--- src/rtl/instr_encode_loader_pkg.sv ---
// Shared encodings for the instruction encode/load path: formats, opcodes,
// loader states, error codes and the field bundle fed to the packer.
package instr_encode_loader_pkg;

   typedef enum logic [1:0] {
      FMT_R   = 2'b00,
      FMT_I   = 2'b01,
      FMT_J   = 2'b10,
      FMT_ILL = 2'b11
   } fmt_e;

   typedef enum logic [2:0] {
      S_IDLE   = 3'd0,
      S_ACCEPT = 3'd1,
      S_WRITE  = 3'd2,
      S_DONE   = 3'd3,
      S_ERROR  = 3'd4
   } state_e;

   localparam logic [1:0] ERR_NONE     = 2'b00;
   localparam logic [1:0] ERR_ILLEGAL  = 2'b01;
   localparam logic [1:0] ERR_OVERFLOW = 2'b10;

   localparam logic [5:0] OP_SPECIAL = 6'b000000;
   localparam logic [5:0] OP_J       = 6'b000010;
   localparam logic [5:0] OP_JAL     = 6'b000011;

   typedef struct packed {
      fmt_e        fmt;
      logic [5:0]  op;
      logic [5:0]  funct;
      logic [4:0]  rs;
      logic [4:0]  rt;
      logic [4:0]  rd;
      logic [4:0]  shamt;
      logic [15:0] imm;
      logic [25:0] target;
   } instr_fields_t;

endpackage

--- src/rtl/instr_encode_loader_if.sv ---
// Request channel and instruction-memory write port of the loader.
interface instr_encode_loader_if;
   logic        req_valid_i;
   logic        req_ready_o;
   logic [1:0]  req_fmt_i;
   logic [5:0]  req_op_i;
   logic [5:0]  req_funct_i;
   logic [4:0]  req_rs_i;
   logic [4:0]  req_rt_i;
   logic [4:0]  req_rd_i;
   logic [4:0]  req_shamt_i;
   logic [15:0] req_imm_i;
   logic [25:0] req_target_i;
   logic        req_last_i;
   logic        imem_wr_en_o;
   logic [31:0] imem_addr_o;
   logic [31:0] imem_data_o;
   logic        imem_ack_i;

   modport master (
      output req_valid_i, req_fmt_i, req_op_i, req_funct_i, req_rs_i, req_rt_i,
             req_rd_i, req_shamt_i, req_imm_i, req_target_i, req_last_i, imem_ack_i,
      input  req_ready_o, imem_wr_en_o, imem_addr_o, imem_data_o
   );

   modport slave (
      input  req_valid_i, req_fmt_i, req_op_i, req_funct_i, req_rs_i, req_rt_i,
             req_rd_i, req_shamt_i, req_imm_i, req_target_i, req_last_i, imem_ack_i,
      output req_ready_o, imem_wr_en_o, imem_addr_o, imem_data_o
   );
endinterface

--- src/rtl/instr_field_pack.sv ---
// Combinational R/I/J packer with legality check; shared with the reference model.
module instr_field_pack
   import instr_encode_loader_pkg::*;
(
   input  instr_fields_t f,
   output logic [31:0]   word_o,
   output logic          legal_o
);

   always_comb begin
      word_o  = '0;
      legal_o = 1'b0;
      case (f.fmt)
         FMT_R: begin
            word_o  = {OP_SPECIAL, f.rs, f.rt, f.rd, f.shamt, f.funct};
            legal_o = 1'b1;
         end
         FMT_I: begin
            word_o  = {f.op, f.rs, f.rt, f.imm};
            // SPECIAL and the jump opcodes would be misdecoded as R/J words
            legal_o = !(f.op == OP_SPECIAL || f.op == OP_J || f.op == OP_JAL);
         end
         FMT_J: begin
            word_o  = {f.op, f.target};
            legal_o = (f.op == OP_J) || (f.op == OP_JAL);
         end
         default: ;
      endcase
   end

endmodule

--- src/rtl/instr_encode_loader.sv ---
// Session FSM: accepts field requests, packs them, and writes consecutive
// words into instruction memory through an acknowledged port.
module instr_encode_loader
   import instr_encode_loader_pkg::*;
#(
   parameter int DEPTH = 1024
) (
   input  logic                       clk,
   input  logic                       reset,
   input  logic                       start_i,
   input  logic [31:0]                base_addr_i,
   instr_encode_loader_if.slave       bus,
   output logic                       busy_o,
   output logic                       done_o,
   output logic                       err_o,
   output logic [1:0]                 err_code_o,
   output logic [$clog2(DEPTH):0]     count_o
);

   localparam int CW = $clog2(DEPTH) + 1;
   localparam logic [CW-1:0] DEPTH_C = CW'(DEPTH);

   state_e        state;
   logic [31:0]   addr_q;
   logic [31:0]   word_q;
   logic          last_q;
   logic [CW-1:0] count_q;
   logic [1:0]    err_q;

   instr_fields_t fields;
   logic [31:0]   pack_word;
   logic          pack_legal;
   logic [CW-1:0] count_nxt;

   assign fields = '{
      fmt:    fmt_e'(bus.req_fmt_i),
      op:     bus.req_op_i,
      funct:  bus.req_funct_i,
      rs:     bus.req_rs_i,
      rt:     bus.req_rt_i,
      rd:     bus.req_rd_i,
      shamt:  bus.req_shamt_i,
      imm:    bus.req_imm_i,
      target: bus.req_target_i
   };

   instr_field_pack u_pack (
      .f       (fields),
      .word_o  (pack_word),
      .legal_o (pack_legal)
   );

   assign count_nxt = count_q + 1'b1;

   always_ff @(posedge clk) begin
      if (reset) begin
         state   <= S_IDLE;
         addr_q  <= '0;
         word_q  <= '0;
         last_q  <= 1'b0;
         count_q <= '0;
         err_q   <= ERR_NONE;
      end else begin
         case (state)
            S_IDLE, S_DONE, S_ERROR: begin
               if (start_i) begin
                  addr_q  <= {base_addr_i[31:2], 2'b00};
                  count_q <= '0;
                  err_q   <= ERR_NONE;
                  state   <= S_ACCEPT;
               end
            end
            S_ACCEPT: begin
               if (bus.req_valid_i) begin
                  if (pack_legal) begin
                     word_q <= pack_word;
                     last_q <= bus.req_last_i;
                     state  <= S_WRITE;
                  end else begin
                     err_q <= ERR_ILLEGAL;
                     state <= S_ERROR;
                  end
               end
            end
            S_WRITE: begin
               // addr/data stay frozen in word_q/addr_q until the memory acks
               if (bus.imem_ack_i) begin
                  count_q <= count_nxt;
                  addr_q  <= addr_q + 32'd4;
                  if (last_q) begin
                     state <= S_DONE;
                  end else if (count_nxt == DEPTH_C) begin
                     err_q <= ERR_OVERFLOW;
                     state <= S_ERROR;
                  end else begin
                     state <= S_ACCEPT;
                  end
               end
            end
            default: state <= S_IDLE;
         endcase
      end
   end

   // Outputs are pure decodes of registered state, never of req_* or ack.
   assign bus.req_ready_o  = (state == S_ACCEPT);
   assign bus.imem_wr_en_o = (state == S_WRITE);
   assign bus.imem_addr_o  = addr_q;
   assign bus.imem_data_o  = word_q;
   assign busy_o           = (state == S_ACCEPT) || (state == S_WRITE);
   assign done_o           = (state == S_DONE);
   assign err_o            = (state == S_ERROR);
   assign err_code_o       = err_q;
   assign count_o          = count_q;

endmodule

--- src/flat_wrapper.sv ---
// flat-port wrapper written by rule: the top's interface ports become plain ports
module instr_encode_loader_flat import instr_encode_loader_pkg::*;
#(
   parameter int DEPTH = 1024
)
  (clk, reset, start_i, base_addr_i, busy_o, done_o, err_o, err_code_o, count_o, bus_req_valid_i, bus_req_fmt_i, bus_req_op_i, bus_req_funct_i, bus_req_rs_i, bus_req_rt_i, bus_req_rd_i, bus_req_shamt_i, bus_req_imm_i, bus_req_target_i, bus_req_last_i, bus_imem_ack_i, bus_req_ready_o, bus_imem_wr_en_o, bus_imem_addr_o, bus_imem_data_o);
  instr_encode_loader_if bus_i ();
  input  logic clk;
  input  logic reset;
  input  logic start_i;
  input  logic [31:0] base_addr_i;
  output logic busy_o;
  output logic done_o;
  output logic err_o;
  output logic [1:0] err_code_o;
  output logic [$clog2(DEPTH):0] count_o;
  input wire logic [$bits(bus_i.req_valid_i)-1:0] bus_req_valid_i;
  input wire logic [$bits(bus_i.req_fmt_i)-1:0] bus_req_fmt_i;
  input wire logic [$bits(bus_i.req_op_i)-1:0] bus_req_op_i;
  input wire logic [$bits(bus_i.req_funct_i)-1:0] bus_req_funct_i;
  input wire logic [$bits(bus_i.req_rs_i)-1:0] bus_req_rs_i;
  input wire logic [$bits(bus_i.req_rt_i)-1:0] bus_req_rt_i;
  input wire logic [$bits(bus_i.req_rd_i)-1:0] bus_req_rd_i;
  input wire logic [$bits(bus_i.req_shamt_i)-1:0] bus_req_shamt_i;
  input wire logic [$bits(bus_i.req_imm_i)-1:0] bus_req_imm_i;
  input wire logic [$bits(bus_i.req_target_i)-1:0] bus_req_target_i;
  input wire logic [$bits(bus_i.req_last_i)-1:0] bus_req_last_i;
  input wire logic [$bits(bus_i.imem_ack_i)-1:0] bus_imem_ack_i;
  output wire logic [$bits(bus_i.req_ready_o)-1:0] bus_req_ready_o;
  output wire logic [$bits(bus_i.imem_wr_en_o)-1:0] bus_imem_wr_en_o;
  output wire logic [$bits(bus_i.imem_addr_o)-1:0] bus_imem_addr_o;
  output wire logic [$bits(bus_i.imem_data_o)-1:0] bus_imem_data_o;
  assign bus_i.req_valid_i = bus_req_valid_i;
  assign bus_i.req_fmt_i = bus_req_fmt_i;
  assign bus_i.req_op_i = bus_req_op_i;
  assign bus_i.req_funct_i = bus_req_funct_i;
  assign bus_i.req_rs_i = bus_req_rs_i;
  assign bus_i.req_rt_i = bus_req_rt_i;
  assign bus_i.req_rd_i = bus_req_rd_i;
  assign bus_i.req_shamt_i = bus_req_shamt_i;
  assign bus_i.req_imm_i = bus_req_imm_i;
  assign bus_i.req_target_i = bus_req_target_i;
  assign bus_i.req_last_i = bus_req_last_i;
  assign bus_i.imem_ack_i = bus_imem_ack_i;
  assign bus_req_ready_o = bus_i.req_ready_o;
  assign bus_imem_wr_en_o = bus_i.imem_wr_en_o;
  assign bus_imem_addr_o = bus_i.imem_addr_o;
  assign bus_imem_data_o = bus_i.imem_data_o;
  instr_encode_loader #(.DEPTH(DEPTH)) u_core (.clk(clk), .reset(reset), .start_i(start_i), .base_addr_i(base_addr_i), .bus(bus_i), .busy_o(busy_o), .done_o(done_o), .err_o(err_o), .err_code_o(err_code_o), .count_o(count_o));
endmodule
--- config.mk ---
export PLATFORM = sky130hd
export DESIGN_NAME = instr_encode_loader_flat
export DESIGN_NICKNAME = d
export VERILOG_FILES = /design/src/rtl/instr_encode_loader_pkg.sv /design/src/rtl/instr_encode_loader_if.sv /design/src/rtl/instr_field_pack.sv /design/src/rtl/instr_encode_loader.sv /design/src/flat_wrapper.sv
export SDC_FILE = /design/constraint.sdc
export NUM_CORES = 1
export LEC_CHECK = 0
export ABC_AREA = 1
export CAP_MARGIN = 15
export CORE_MARGIN = 3
export CORE_UTILIZATION = 39
export CTS_CLUSTER_SIZE = 14
export DETAILED_ROUTE_END_ITERATION = 10
export MAX_ROUTING_LAYER = met4
export PLACE_DENSITY_LB_ADDON = 0.2
export SYNTH_ARGS = -nofsm -noshare
export SYNTH_HDL_FRONTEND = slang
export SYNTH_SLANG_ARGS = --single-unit
export TNS_END_PERCENT = 5
--- constraint.sdc ---
create_clock -name clk -period 1.7 [get_ports clk]
set_input_delay 0.34 -clock clk [delete_from_list [all_inputs] [get_ports clk]]
set_output_delay 0.34 -clock clk [all_outputs]
set_load 0.05 [all_outputs]
Yosys cells after proc, flatten, opt, wreduce, memory -nomap -nowiden
Cells that the tools add are included.

Input bits: 114. Flip-flop bits (word level): 81. Output and inout bits: 82. Logic and storage cells: 60.

Reductions and logical operators: 15. Eq/ne operators: 15. Add/sub/neg operators: 2. Muxes and demuxes: 22.

Operators with widths (number): $pmux 32 s3 (1); $mux 32 (2); $pmux 32 s2 (1); $add 32x3->32 const B (1); $mux 11 (2); $pmux 11 s2 (1); $mux 3 (6); $eq 6x2->1 const B (2); $mux 2 (6); $add 11x1->11 const B (1); $eq 11x11->1 const B (1); $ne 2x2->1 const B (5); $pmux 3 s3 (1); $reduce_and 3->1 (3); $reduce_and 7->1 (1); $eq 3x2->1 const B (2); $logic_not 6->1 (1); $pmux 2 s3 (1); $logic_or 1x1->1 (4); $eq 3x1->1 const B (1); $eq 3x3->1 const B (1); $logic_not 3->1 (1); $pmux 1 s3 (1); $reduce_bool 3->1 (1); other kinds (7) (7).

Logic depth before layout (Yosys ltp)
Depth in word-level cells: 8. Depth in mapped cells: 14. Gate-level depth less buffers: 14.

Hierarchy
From an unflattened synthesis, not the netlist that was laid out.

Cell total of the unflattened synthesis: 761. Area total of the unflattened synthesis: 4854.7 µm².

By module, submodules not included: instr_encode_loader (area each 4336.7 µm², instances 1, sequential area each 1581.5 µm², cells each 654); instr_field_pack (area each 518.0 µm², instances 1, sequential area each 0.0 µm², cells each 107).

Worst setup path after synthesis
OpenSTA, ideal clock, no wires.

Kind: reg-to-reg. Start: register u_core.state[0]. End: register u_core.err_q[0] (netlist: u_core.err_code_o[0]). Path slack: -0.539 ns. Setup time: 0.113 ns. Clock period less this slack: 2.239 ns. Cell stages (with the launch flop): 10. Arrival: 2.126 ns. Path buffers: 0. Data required time: 1.587 ns. Cells stage by stage: dfxtp_1 inv_1 nor3_2 inv_1 nand2_1 o211ai_1 nor2_1 nand2_1 nor2_1 nor2_1.

Elaborated cells on any way between the ends: 15. Classes of those cells: eq/ne (10); mux (1); reduce/logical (4).

RTL lines: from (decl) (RTL line instr_encode_loader.sv:23) `state_e state;`; from (signal assigned) (RTL line instr_encode_loader.sv:57) `state <= S_IDLE;`; from (signal assigned) (RTL line instr_encode_loader.sv:70) `state <= S_ACCEPT;`; from (signal assigned) (RTL line instr_encode_loader.sv:78) `state <= S_WRITE;`; $eq 3x1->1 *; via bus_req_ready_o (RTL line flat_wrapper.sv:29) `output wire logic [$bits(bus_i.req_ready_o)-1:0] bus_req_ready_o;`; $ne 2x2->1 (no line) or $reduce_bool 3->1 (tied branches); $reduce_and 7->1 (no line); to (signal assigned) (RTL line instr_encode_loader.sv:62) `err_q <= ERR_NONE;`; to (signal assigned) (RTL line instr_encode_loader.sv:69) `err_q <= ERR_NONE;`; to (signal assigned) (RTL line instr_encode_loader.sv:80) `err_q <= ERR_ILLEGAL;`; to (decl) (RTL line instr_encode_loader.sv:28) `logic [1:0] err_q;`.

The timed path passes the listed nets; every way through them passes the cells marked *. A chain may end at the register's enable or synchronous reset.

Worst setup path after layout
Start: input bus_req_op_i[0]. End: register u_core.word_q[27] (netlist: u_core.bus.imem_data_o[27]).

Cells in the longest elaborated chain, start to end: 6. Elaborated cells on any way between the ends: 9. Classes of those cells: eq/ne (2); mux (1); reduce/logical (6).

RTL lines: from (decl) (RTL line flat_wrapper.sv:19) `input wire logic [$bits(bus_i.req_op_i)-1:0] bus_req_op_i;`; $eq 6x2->1 or $logic_not 6->1 (tied branches) (RTL line instr_field_pack.sv:21, instr_field_pack.sv:25); $logic_or 1x1->1 (2 in series) (RTL line instr_field_pack.sv:21) `legal_o = !(f.op == OP_SPECIAL || f.op == OP_J || f.op == OP_JAL);`; $logic_not 1->1 (RTL line instr_field_pack.sv:21); $pmux 1 s3 * (RTL line instr_field_pack.sv:13) `case (f.fmt)`; $reduce_and 3->1 (no line) *; to (signal assigned) (RTL line instr_encode_loader.sv:76) `word_q <= pack_word;`; to (decl) (RTL line instr_encode_loader.sv:25) `logic [31:0] word_q;`.

Every way passes the cells marked *; elsewhere a longest branch is shown, timed or not.

==> results.md <==
* Bufs on Longest Clock Path at 2
* Share of the synthesized area in the top cell type at 33.9%
* R2R cell count at 13
* FF-to-FF setup slack at 0.03 ns
* Unique masters post-synth at 35
* Die ar. at 0.0133 mm2
* CTS root buffer: clkbuf_16
* Detailed Routing Iterations Pass 1 at 5
* Syn avg cell area at 6.27 um2
* Row count at 39
* Mapped cell area at 0.00467 mm2
* Synth Warn # at 0
* WL/cell at 14.1 um
* Crit path max-delay cell type: clkdlybuf4s50_1
* CTS buffer count at 9
* Final Slew Violations at 0
* Global-route wire length before repair at 24.9 mm
* Arrival time worst endpoint at 1.98 ns
* NumNets Final at 1117
* Layout cell share with drive strength beyond 1 at 26.2%
* CP startpoint kind: input pin
* Fillers at 1017
* I/O pin cnt at 196
* Power per cell area at 891 mW/mm2
* Initial Util at 40.3%
* Top post-synthesis cells by area: dfxtp_1 (34%), nand2_1 (22%), a21oi_1 (5.9%)
* CTS tree: done
* Routed Antenna Nets at 0
* CP Class: input pin to register
* Status: finished, final reports clean
* RSZ-0062 raised after global routing: true
* Post-DP HPWL at 12.2 mm
* P_leak at 3.44 nW
* Most frequent CP cell: nor2_1
* Clock-pin slew on the worst setup and hold paths at 0.06 ns
* Vias at 5763
* Largest net degree at the start of global routing at 35
* Multi-input logic area at 0.00289 mm2
* RePlAce Congestion at 0.913
* Worst setup EP type: register
* Layout Utilization at 68.5%
* Max-cap violations at 0
* Hold Crit Start: bus_req_op_i[2]
* Crit path time final at 1.69 ns
* Final Hold Fails at 0
* N_diodes at 0
* CP max FO at 16
* Worst path cell trace: clkdlybuf4s50_1 -> inv_1 -> nor2_1 -> o21ai_2 -> nand3_2 -> nand2_2 -> nor2_4 -> buf_12 -> buf_6 -> clkbuf_16 -> o21ai_0 -> nor2_1
* Final cell count without fillers at 1148
* Yosys top cell by area: dfxtp_1
* Synth-to-layout area growth at 69.7%
* CP peak stage delay at 0.47 ns
* Placed insts at 1121
* Hold WC Path Type: input pin to register
* Worst skew pair latency at 0.35 ns
* Hold Buf Count CTS at 0
* Final period util at 99.3%
* Worst reg2reg path endpoint: u_core.err_code_o[0]
* Setup violators final at 0
* Mapped Cells at 744
* Count of state elements after synthesis at 79
* Vias per cell at 5.02
* DRC viols at 0
* FF+latch area at 0.00162 mm2
* Data required, critical path at 1.99 ns
* FF-to-FF Start: u_core.count_o[1]
* 1st-iter DRT viols at 382
* Core footprint at 0.0116 mm2
* Clock net sink count at 79
* Initial antenna violation count at 0
* Final WL at 16.2 mm
* Skew final at 0.00640 ns
* Die Wd at 115 um
* Grt ovf at 0
* Endpoint, Worst Hold: u_core.bus.imem_data_o[28]
* Total track usage at 24.1%
* Htree depth at 3
* Seq/Total Area, Yosys at 33.9%
* VDD IR max at 0.506 mV
* Die H at 115 um
* Hold path depth at 3
* Port Buffers at 191
* Max Clk Rate at 592 MHz
* Vias in the first global route at 5205
==> per-stage QoR <==
step | cell area, um2 | total power, W | TNS (ns) | worst slack, ns | hold WS, ns
2_1_floorplan | 4720 | 0.00372 | -1.21 | -0.0856 | 0.446
6_report | 7920 | 0.00706 | 0 | 0.0114 | 0.307
3_3_place_gp | 7240 | 0.00487 | -9.64 | -0.322 | 0.450
5_1_grt | 7920 | 0.00738 | -2.15 | -0.115 | 0.320
4_1_cts | 7610 | 0.00702 | -0.0799 | -0.0282 | 0.462
3_5_place_dp | 7240 | 0.00488 | -11.41 | -0.383 | 0.453
==> flip-flops by register name (all words and copies together) (netlist names) <==
signal and flops:
u_core.count_o 11, u_core.bus.imem_data_o 32, u_core.state 3, u_core.err_code_o 2, u_core.last_q 1, u_core.bus.imem_addr_o 30
==> report_power, final <==
group / internal, W / total, W / switching [W]
Combinational: 0.00115 / 0.00273 / 0.00158
Clock: 0.00130 / 0.00211 / 0.000806
Sequential: 0.00206 / 0.00221 / 0.000157
==> worst max-delay path, delay by kind of cell <==
kind / cells / cell delay, ns
buf+inv: 5 / 0.90
simple gates: 5 / 0.56
compound gates: 2 / 0.17
==> placed cells by master, fill, tap and decap left out, types with 4 or more instances in the layout <==
| cell type | Yosys | routed |
|---|---|---|
| a21oi_1 | 55 | 53 |
| a31oi_1 | 14 | 14 |
| buf_12 | 0 | 19 |
| buf_4 | 7 | 141 |
| buf_6 | 1 | 5 |
| clkbuf_16 | 0 | 12 |
| clkdlybuf4s50_1 | 0 | 104 |
| dfxtp_1 | 79 | 59 |
| dfxtp_2 | 0 | 13 |
| dfxtp_4 | 0 | 7 |
| dlymetal6s2s_1 | 0 | 7 |
| inv_1 | 51 | 46 |
| inv_2 | 5 | 9 |
| nand2_1 | 270 | 262 |
| nand2_2 | 2 | 8 |
| nand3_1 | 35 | 33 |
| nand3b_1 | 6 | 6 |
| nand4_1 | 20 | 20 |
| nor2_1 | 68 | 50 |
| nor2_2 | 2 | 16 |
| nor2_4 | 2 | 6 |
| nor3_1 | 9 | 7 |
| o211a_1 | 14 | 14 |
| o21ai_0 | 29 | 27 |
| o21ai_1 | 17 | 18 |
| or2_2 | 4 | 4 |
| xor2_1 | 10 | 10 |
==> kinds of logic after synthesis <==
logic type               Yosys count  share of synthesized area [%]
XOR/XNOR                          12                           2.25
buffers and inverters             91                           8.23
other                              1                         0.0804
AO/OA/AOI/OAI                    136                           16.9
flip-flops                        79                           33.9
AND/OR/NAND/NOR                  422                           37.8
adder cells (fa/ha/maj)            3                          0.805
==> worst max path at each step <==
| stage | start | endpoint | slack [ns] | cells past startpoint |
|---|---|---|---|---|
| 4_1_cts | bus_req_fmt_i[1] | u_core.bus.imem_data_o[14] | -0.03 | 11 |
| 3_5_place_dp | bus_req_fmt_i[0] | u_core.bus.imem_data_o[6] | -0.38 | 11 |
| 3_3_place_gp | bus_req_fmt_i[0] | u_core.bus.imem_data_o[14] | -0.32 | 11 |
| 6_report | bus_req_op_i[0] | u_core.bus.imem_data_o[27] | 0.01 | 12 |
| 2_1_floorplan | u_core.state[0] | u_core.err_code_o[0] | -0.09 | 9 |
| 5_1_grt | u_core.count_o[1] | u_core.err_code_o[0] | -0.11 | 13 |
==> synth_stat cells <==
| library cell | number |
|---|---|
| nor3_2 | 1 |
| nor3_1 | 9 |
| buf_4 | 7 |
| nand4_1 | 20 |
| nor2_1 | 68 |
| o211ai_1 | 2 |
| xor2_1 | 10 |
| nand3_2 | 1 |
| buf_6 | 1 |
| a31oi_1 | 14 |
| buf_2 | 7 |
| nor2_4 | 2 |
| o21ai_2 | 1 |
| o21ai_0 | 29 |
| inv_2 | 5 |
| dfxtp_1 | 79 |
| nand2_2 | 2 |
| a211oi_1 | 2 |
| inv_1 | 51 |
| a2bb2oi_1 | 1 |
| conb_1 | 1 |
| o21ai_1 | 17 |
| nand3b_1 | 6 |
| o221ai_1 | 1 |
| nand3_1 | 35 |
| o211a_1 | 14 |
| clkbuf_1 | 20 |
| nand2_1 | 270 |
| xnor2_1 | 2 |
| ha_1 | 3 |
| nor2_2 | 2 |
| or2_1 | 1 |
| or2_2 | 4 |
| nor4_1 | 1 |
| a21oi_1 | 55 |
==> timing repair <==
action | 4_1_cts | 5_1_grt
cloned | 0 | 2
resized for setup | 14 | 55
setup buffers | 0 | 9
pin swaps | 1 | 25
setup endpoints to repair | 13 | 57
==> per-layer routing <==
layer	part of all wire (%)	routed length, um	GRT usage [%]
met1	45	7260	30.6
met2	46	7500	37.5
met3	7.0	1140	5.47
met4	2.0	329	9.15
met5	0	0	-
==> layout make-up <==
type                            count  share of cell area (%)
Timing Repair Buffer              279                    34.0
Multi-Input combinational cell    575                    36.4
Tap cell                          143                    2.26
Sequential cell                    79                    20.5
Clock buffer                       12                    3.51
Clock inverter                      4                   0.632
Inverter                           56                    2.69
(Power assumes the default switching activity.)
